==> config.mk <==
export PLATFORM = sky130hd
export DESIGN_NAME = fht_bfly_sched
export DESIGN_NICKNAME = d
export VERILOG_FILES = /design/src/rtl/fht_bfly_sched.sv
export SDC_FILE = /design/constraint.sdc
export NUM_CORES = 1
export LEC_CHECK = 0
export ABC_AREA = 1
export ABC_CLOCK_PERIOD_IN_PS = 3700
export CORE_ASPECT_RATIO = 0.6
export CORE_MARGIN = 1.5
export CORE_UTILIZATION = 50
export CTS_CLUSTER_SIZE = 24
export DETAILED_ROUTE_END_ITERATION = 6
export GPL_TIMING_DRIVEN = 0
export PLACE_DENSITY = 0.77
export SYNTH_ARGS = -nofsm -noshare
export SYNTH_HDL_FRONTEND = slang
export SYNTH_SLANG_ARGS = --single-unit
export TNS_END_PERCENT = 30
==> constraint.sdc <==
create_clock -name clk -period 3.7 [get_ports clk]
set_input_delay 0.74 -clock clk [delete_from_list [all_inputs] [get_ports clk]]
set_output_delay 0.74 -clock clk [all_outputs]
set_load 0.02 [all_outputs]
==> src/rtl/fht_bfly_sched.sv <==
// Address/strobe sequencer that time-shares one butterfly across an N-point radix-2 FHT pass.
// Issues one DIF butterfly per cycle and a write-back one cycle later into a ping-pong buffer.
module fht_bfly_sched #(
    parameter int unsigned LOG2N = 3
) (
    input  logic             clk,
    input  logic             rst,
    input  logic             start,
    output logic             busy,
    output logic             done,
    output logic             rd_bank,
    output logic [LOG2N-1:0] rd_addr_a,
    output logic [LOG2N-1:0] rd_addr_b,
    output logic             bfly_vld,
    output logic             wr_en,
    output logic             wr_bank,
    output logic [LOG2N-1:0] wr_addr_c,
    output logic [LOG2N-1:0] wr_addr_d,
    output logic [LOG2N-1:0] stage
);

    localparam int unsigned N    = 1 << LOG2N;
    localparam int unsigned HALF = N / 2;
    localparam int unsigned KW   = LOG2N - 1;

    localparam logic [1:0] StIdle  = 2'd0;
    localparam logic [1:0] StIssue = 2'd1;
    localparam logic [1:0] StDrain = 2'd2;
    localparam logic [1:0] StDone  = 2'd3;

    logic [1:0]       state_q, state_d;
    logic [KW-1:0]    k_q, k_d;
    logic [LOG2N-1:0] stage_q, stage_d;
    logic             vld_q, vld_d;
    logic [LOG2N-1:0] addr_a_q, addr_a_d;
    logic [LOG2N-1:0] addr_b_q, addr_b_d;
    logic             wr_en_q;
    logic             wr_bank_q;
    logic [LOG2N-1:0] wr_addr_c_q, wr_addr_d_q;

    // Distance between the two operands of a butterfly in stage s.
    function automatic logic [LOG2N-1:0] span_of(input logic [LOG2N-1:0] s);
        int unsigned sl;
        sl = LOG2N - 1 - 32'(s);
        return LOG2N'(1) << sl;
    endfunction

    // Insert a zero at bit position log2(span) of k to get operand a.
    function automatic logic [LOG2N-1:0] addr_a_of(input logic [KW-1:0] k,
                                                   input logic [LOG2N-1:0] s);
        int unsigned      sl;
        logic [LOG2N-1:0] kx;
        logic [LOG2N-1:0] lo_mask;
        sl      = LOG2N - 1 - 32'(s);
        kx      = LOG2N'(k);
        lo_mask = span_of(s) - LOG2N'(1);
        return ((kx >> sl) << (sl + 1)) | (kx & lo_mask);
    endfunction

    always_comb begin
        state_d  = state_q;
        k_d      = k_q;
        stage_d  = stage_q;
        vld_d    = 1'b0;
        addr_a_d = addr_a_q;
        addr_b_d = addr_b_q;
        unique case (state_q)
            StIdle: begin
                if (start) begin
                    state_d = StIssue;
                    k_d     = '0;
                    stage_d = '0;
                    vld_d   = 1'b1;
                end
            end
            StIssue: begin
                if (k_q == KW'(HALF - 1)) begin
                    if (stage_q == LOG2N'(LOG2N - 1)) begin
                        state_d = StDrain;
                    end else begin
                        // Stage boundary: no bubble, the buffer bypasses the last write.
                        k_d     = '0;
                        stage_d = stage_q + LOG2N'(1);
                        vld_d   = 1'b1;
                    end
                end else begin
                    k_d   = k_q + KW'(1);
                    vld_d = 1'b1;
                end
            end
            StDrain: state_d = StDone;
            StDone:  state_d = StIdle;
            default: state_d = StIdle;
        endcase
        if (vld_d) begin
            addr_a_d = addr_a_of(k_d, stage_d);
            addr_b_d = addr_a_d | span_of(stage_d);
        end
    end

    always_ff @(posedge clk) begin
        if (rst) begin
            state_q     <= StIdle;
            k_q         <= '0;
            stage_q     <= '0;
            vld_q       <= 1'b0;
            addr_a_q    <= '0;
            addr_b_q    <= '0;
            wr_en_q     <= 1'b0;
            wr_bank_q   <= 1'b0;
            wr_addr_c_q <= '0;
            wr_addr_d_q <= '0;
        end else begin
            state_q  <= state_d;
            k_q      <= k_d;
            stage_q  <= stage_d;
            vld_q    <= vld_d;
            addr_a_q <= addr_a_d;
            addr_b_q <= addr_b_d;
            wr_en_q  <= vld_q;
            // Write addresses hold their last value when no butterfly is in flight.
            if (vld_q) begin
                wr_bank_q   <= ~stage_q[0];
                wr_addr_c_q <= addr_a_q;
                wr_addr_d_q <= addr_b_q;
            end
        end
    end

    assign busy      = (state_q != StIdle);
    assign done      = (state_q == StDone);
    assign rd_bank   = stage_q[0];
    assign rd_addr_a = addr_a_q;
    assign rd_addr_b = addr_b_q;
    assign bfly_vld  = vld_q;
    assign wr_en     = wr_en_q;
    assign wr_bank   = wr_bank_q;
    assign wr_addr_c = wr_addr_c_q;
    assign wr_addr_d = wr_addr_d_q;
    assign stage     = stage_q;

endmodule
* Word-level counts from Yosys, hierarchy flattened *
Cells that the tools add are included.

storage, ports and cells
  input bits = 3
  word-level logic and storage cells = 49
  flip-flop bits (word level) = 22
  output and inout bits = 21

cells by class
  add/sub/neg operators = 5
  bitwise operators = 4
  shift-type cells = 3
  reduce and logical (&&, ||, !) cells = 3
  mux-type cells = 16
  equality and inequality tests = 8

operators with widths
  operator                                                             number
  32-bit by 1-bit adder with 32-bit output (second input constant)     1
  1-bit by 32-bit << shifter with 3-bit output (first input constant)  1
  3-bit by 32-bit << shifter with 3-bit output                         1
  2-bit by 32-bit right shift with 3-bit output                        1
  2-bit two-way mux                                                    6
  3-bit two-way mux                                                    3
  2-bit one-hot mux with 4 select lines                                1
  2-bit == test (second input constant)                                3
  2-bit inequality test (second input constant)                        3
  3-bit bitwise OR                                                     2
  3-bit one-hot mux with 2 select lines                                1
  2-bit one-hot mux with 2 select lines                                1
  2-bit by 3-bit subtractor with 4-bit output (first input constant)   1
  3-bit by 1-bit adder with 3-bit output (second input constant)       1
  2-bit by 3-bit AND with 3-bit output                                 1
  3-bit by 2-bit == test with 1-bit output (second input constant)     1
  1-bit two-way mux                                                    3
  3-bit AND reduction                                                  1
  3-bit by 1-bit subtractor with 3-bit output (second input constant)  1
  2-bit by 1-bit adder with 2-bit output (second input constant)       1
  2-bit by 1-bit == test with 1-bit output (second input constant)     1
  2-bit logical NOT                                                    1
  1-bit one-hot mux with 2 select lines                                1
  2-bit nonzero test                                                   1
  1-bit NOT                                                            1

* Longest topological paths before layout *
  depth in word-level cells = 10
  depth in mapped cells = 25
  mapped depth without buffers = 25

* Worst setup path after synthesis *
OpenSTA, ideal clock, no wires.

  path type = input to register
  from = in start
  to = reg addr_b_q[1] (netlist: rd_addr_b[1])
  buffers on the path = 0
  arrival time = 2.691 ns
  stages = 24
  data required time = 3.644 ns
  library setup time = 0.056 ns
  slack = 0.954 ns
  cell sequence = inv_1 -> nand2_1 -> inv_1 -> nor2_2 -> nand2_1 -> nand2_2 -> nand2_4 -> ha_1 -> inv_1 -> nand3_1 -> inv_1 -> nor2_1 -> nand4_1 -> ha_1 -> nand2_1 -> inv_1 -> nand3_1 -> nor2_1 -> nand3_1 -> nor2_1 -> nand2_1 -> nand4_1 -> nand2_1 -> inv_1

between the ends
  word-level cells in the longest chain between the ends = 8
  elaborated cells between the ends (all ways) = 15
  classes of those cells = 3 x add/sub; 3 x shift; 6 x mux; 3 x bitwise

RTL lines
  what                                                                                              RTL line  source
  start, declared                                                                                   8         input logic start,
  3-bit two-way mux *                                                                               69        if (start) begin
  3-bit one-hot mux with 2 select lines *                                                           67        unique case (state_q)
  named net stage_d[0]                                                                              33        logic [LOG2N-1:0] stage_q, stage_d;
  2-bit by 3-bit subtractor with 4-bit output *                                                     44, 54
  parallel branches: the longest is 4 deep, another holds 32-bit by 1-bit adder with 32-bit output  -
  3-bit bitwise OR *                                                                                97        addr_b_d = addr_a_d | span_of(stage_d);
  end signal, assigned                                                                              119       addr_b_q <= addr_b_d;
  end, declared                                                                                     36        logic [LOG2N-1:0] addr_b_q, addr_b_d;

Mark *: on every way through the listed nets, which the timed path passes.
A chain may end at the register's enable or synchronous reset.

* Worst setup path after layout *
Ends and elaborated chain as after synthesis.

==> results.py <==
metrics = {
    "outcome": {
        "status": "completed",
    },
    "sta": {
        "fin_crit_sh": 0.927,
        "slew_headroom": 0.698,
        "finalHoldViolCount": 0,
        "finalClockSkew_ns": 0.00225,
        "fin_crit_ns": 3.43,
        "fin_setup_tns_ns": 0,
        "rsz0062_at_grt": "no",
        "setup_ws_ns": 0.272,
        "finalMaxSlewViolations": 0,
        "hold-worst-slack_ns": 0.500,
        "clock.fmax_ghz": 0.292,
        "setup_viol": 0,
        "tightest_slew_ns": 0.453,
    },
    "power_and_ir_drop": {
        "p_clk_frac": 0.173,
        "power.density_nw_per_um2": 621,
        "power_mw": 0.977,
        "sw_frac_of_total": 0.399,
        "ir_drop_uv": 431,
        "seqPwrFrac": 0.353,
        "pwr-share-comb": 0.473,
        "internal_power_mw": 0.587,
        "power_switching_mw": 0.390,
        "leakage_nw": 0.751,
    },
    "grt": {
        "grt_overflow": 0,
        "grt_util_all_layers": 0.223,
        "antenna_found_initial": 0,
        "grt_pass1_wl_mm": 4.76,
        "grt_pass1_vias": 1132,
        "grt_max_degree": 13,
    },
    "cts": {
        "cts.clk_slew.worst_paths_ns": 0.08,
        "cts_resized": 0,
        "hold_buffers": 0,
        "clock-sinks": 22,
        "post-cts-setup-buffers": 0,
        "cts-root-buf": "clkbuf_8",
        "cts_buffers": 3,
        "clockBufferDepth": 2,
        "insertion_delay_ns": 0.26,
        "cts_tree": "built",
        "h-tree-depth": 1,
    },
    "drt": {
        "via_per_inst": 5.10,
        "wl_per_cell_um": 12.0,
        "routed_wl_mm": 2.87,
        "detail-route-antenna-nets": 0,
        "drtIter0Drc": 70,
        "num_vias": 1218,
        "first_pass_iters": 4,
        "drc_errors": 0,
    },
    "floorplan": {
        "ioPinCount": 24,
        "die_w_um": 67.8,
        "core_um2": 2280,
        "die-area_um2": 2840,
        "die_h_um": 41.9,
        "fp-row-count": 13,
        "start_util": 0.554,
    },
    "synth": {
        "yosysTopAreaCellShare": 0.349,
        "ys_seq_elements": 22,
        "syn_nets": 198,
        "synthesis.area_um2": 1260,
        "yosys-top-cells-count": "nand2_1 (31), nor2_1 (31), inv_1 (30), dfxtp_1 (22)",
        "avgSynthCellArea_um2": 6.89,
        "yosys-top-cells-area": "dfxtp_1 (35%), ha_1 (12%), nand2_1 (9.2%)",
        "dominantRegCellSynth": "dfxtp_1",
        "synthCells": 183,
        "ys_types": 24,
        "ys_seq_area_frac": 0.349,
        "yosysTopAreaCell": "dfxtp_1",
        "synth_async_sr_flop_share": 0,
        "synth_edf_count": 0,
        "yosysWarnings": 0,
    },
    "critical_path": {
        "start_kind": "primary input",
        "critPathTopFamily": "simple AND/OR/NAND/NOR gates",
        "cp_common_cell": "inv_1",
        "slowest_delay_ns": 0.42,
        "crit_type": "in2reg",
        "r2r_slack_ns": 0.45,
        "crit_arrival_ns": 3.64,
        "crit_path_end_kind": "flip-flop",
        "slowest_stage": "clkdlybuf4s50_1",
        "worst-path-buf-inv": 7,
        "crit_required_ns": 3.91,
        "cp_max_fo": 8,
    },
    "placed_design": {
        "io_buffers": 22,
        "dp_slack_ns": 0.0840,
        "gp_congestion": 0.919,
        "hpwl_mm": 2.23,
    },
    "cells_and_area": {
        "area.growth.synth_to_final_pct": 24.8,
        "drive_gt1_frac": 0.0813,
        "finalNetCount": 225,
        "diodes": 0,
        "fill_cells": 213,
        "fin_util": 0.691,
    },
    "hold_path": {
        "hold_class": "reg2reg",
    },
    "flow_run": {
        "cap_violations": 0,
    },
}
==> stage by stage <==
step,instance area (um2),instances
after global routing,1570,239
final,1570,239
after detailed placement,1520,235
after global placement,1520,235
after CTS,1570,239
after floorplan,1260,183
==> kinds of logic (layout without fill, tap and decap cells) <==
family                     after synthesis  in the layout  share of synthesized area
DFF                                     22             22                      0.349
AOI/OAI and AO/OA                       26             26                      0.117
adders and majority gates               12             12                      0.119
buffers and inverters                   38             64                      0.122
and+or+nand+nor                         85             85                      0.293
==> tightest hold or removal path, cell delays in order (launching register included) <==
cell and delay (ns):
dfxtp_1 0.33, o21ai_0 0.07, nor2_1 0.07
==> cells in the final DEF (no fill, tap or decap), drive strengths merged <==
master          n
nand2          36
nor2           32
inv            32
dfxtp          22
clkdlybuf4s50  22
o21ai          14
ha             12
nand3          12
clkbuf          7
a21oi           6
buf             3
nand4           3
o211ai          2
nor3            2
a21boi          1
a211oi          1
a22oi           1
a31oi           1
==> final cells by class <==
class | count | area, um2 | area share
well taps | 30 | 37.5 | 0.0238
multi-input cells | 123 | 667 | 0.424
inverters | 32 | 120 | 0.0763
flip-flops and latches | 22 | 440 | 0.280
plain buffers | 6 | 33.8 | 0.0215
clock buffers | 4 | 55.1 | 0.0350
repair buffers | 22 | 220 | 0.140
==> registers in the layout, indices dropped and copies added (netlist names) <==
| name | flops |
|---|---|
| wr_addr_d | 3 |
| bfly_vld | 1 |
| rd_addr_b | 3 |
| state_q | 2 |
| wr_en | 1 |
| stage | 3 |
| wr_addr_c | 3 |
| rd_addr_a | 3 |
| wr_bank | 1 |
| k_q | 2 |
==> worst paths after layout <==
check | from | endpoint | cells after the start
hold reg to reg | wr_addr_c[1]$_SDFFE_PP0P_ | wr_addr_c[1]$_SDFFE_PP0P_ | 2
hold / removal | wr_addr_c[1]$_SDFFE_PP0P_ | wr_addr_c[1]$_SDFFE_PP0P_ | 2
setup reg to reg | state_q[1]$_SDFFE_PP0P_ | rd_addr_b[1]$_SDFFE_PP0P_ | 25
setup / recovery | start | rd_addr_b[1]$_SDFFE_PP0P_ | 25
==> routing by layer <==
metal	track usage	share of wire	up-vias	wire (um)
met5	0	0	-	0
met4	0.0760	0.015	0	42
met3	0.0650	0.062	4	177
met2	0.329	0.42	38	1210
met1	0.309	0.50	548	1440
li1	-	-	628	-
==> power by group through the flow <==
| stage | clock network (mW) | logic, mW | registers (mW) |
|---|---|---|---|
| 6_report | 0.169 | 0.463 | 0.345 |
| 5_1_grt | 0.186 | 0.508 | 0.353 |
| 4_1_cts | 0.174 | 0.461 | 0.345 |
| 3_5_place_dp | 0 | 0.458 | 0.350 |
| 3_3_place_gp | 0 | 0.448 | 0.346 |
| 2_1_floorplan | 0 | 0.222 | 0.410 |
(Power assumes the default switching activity.)
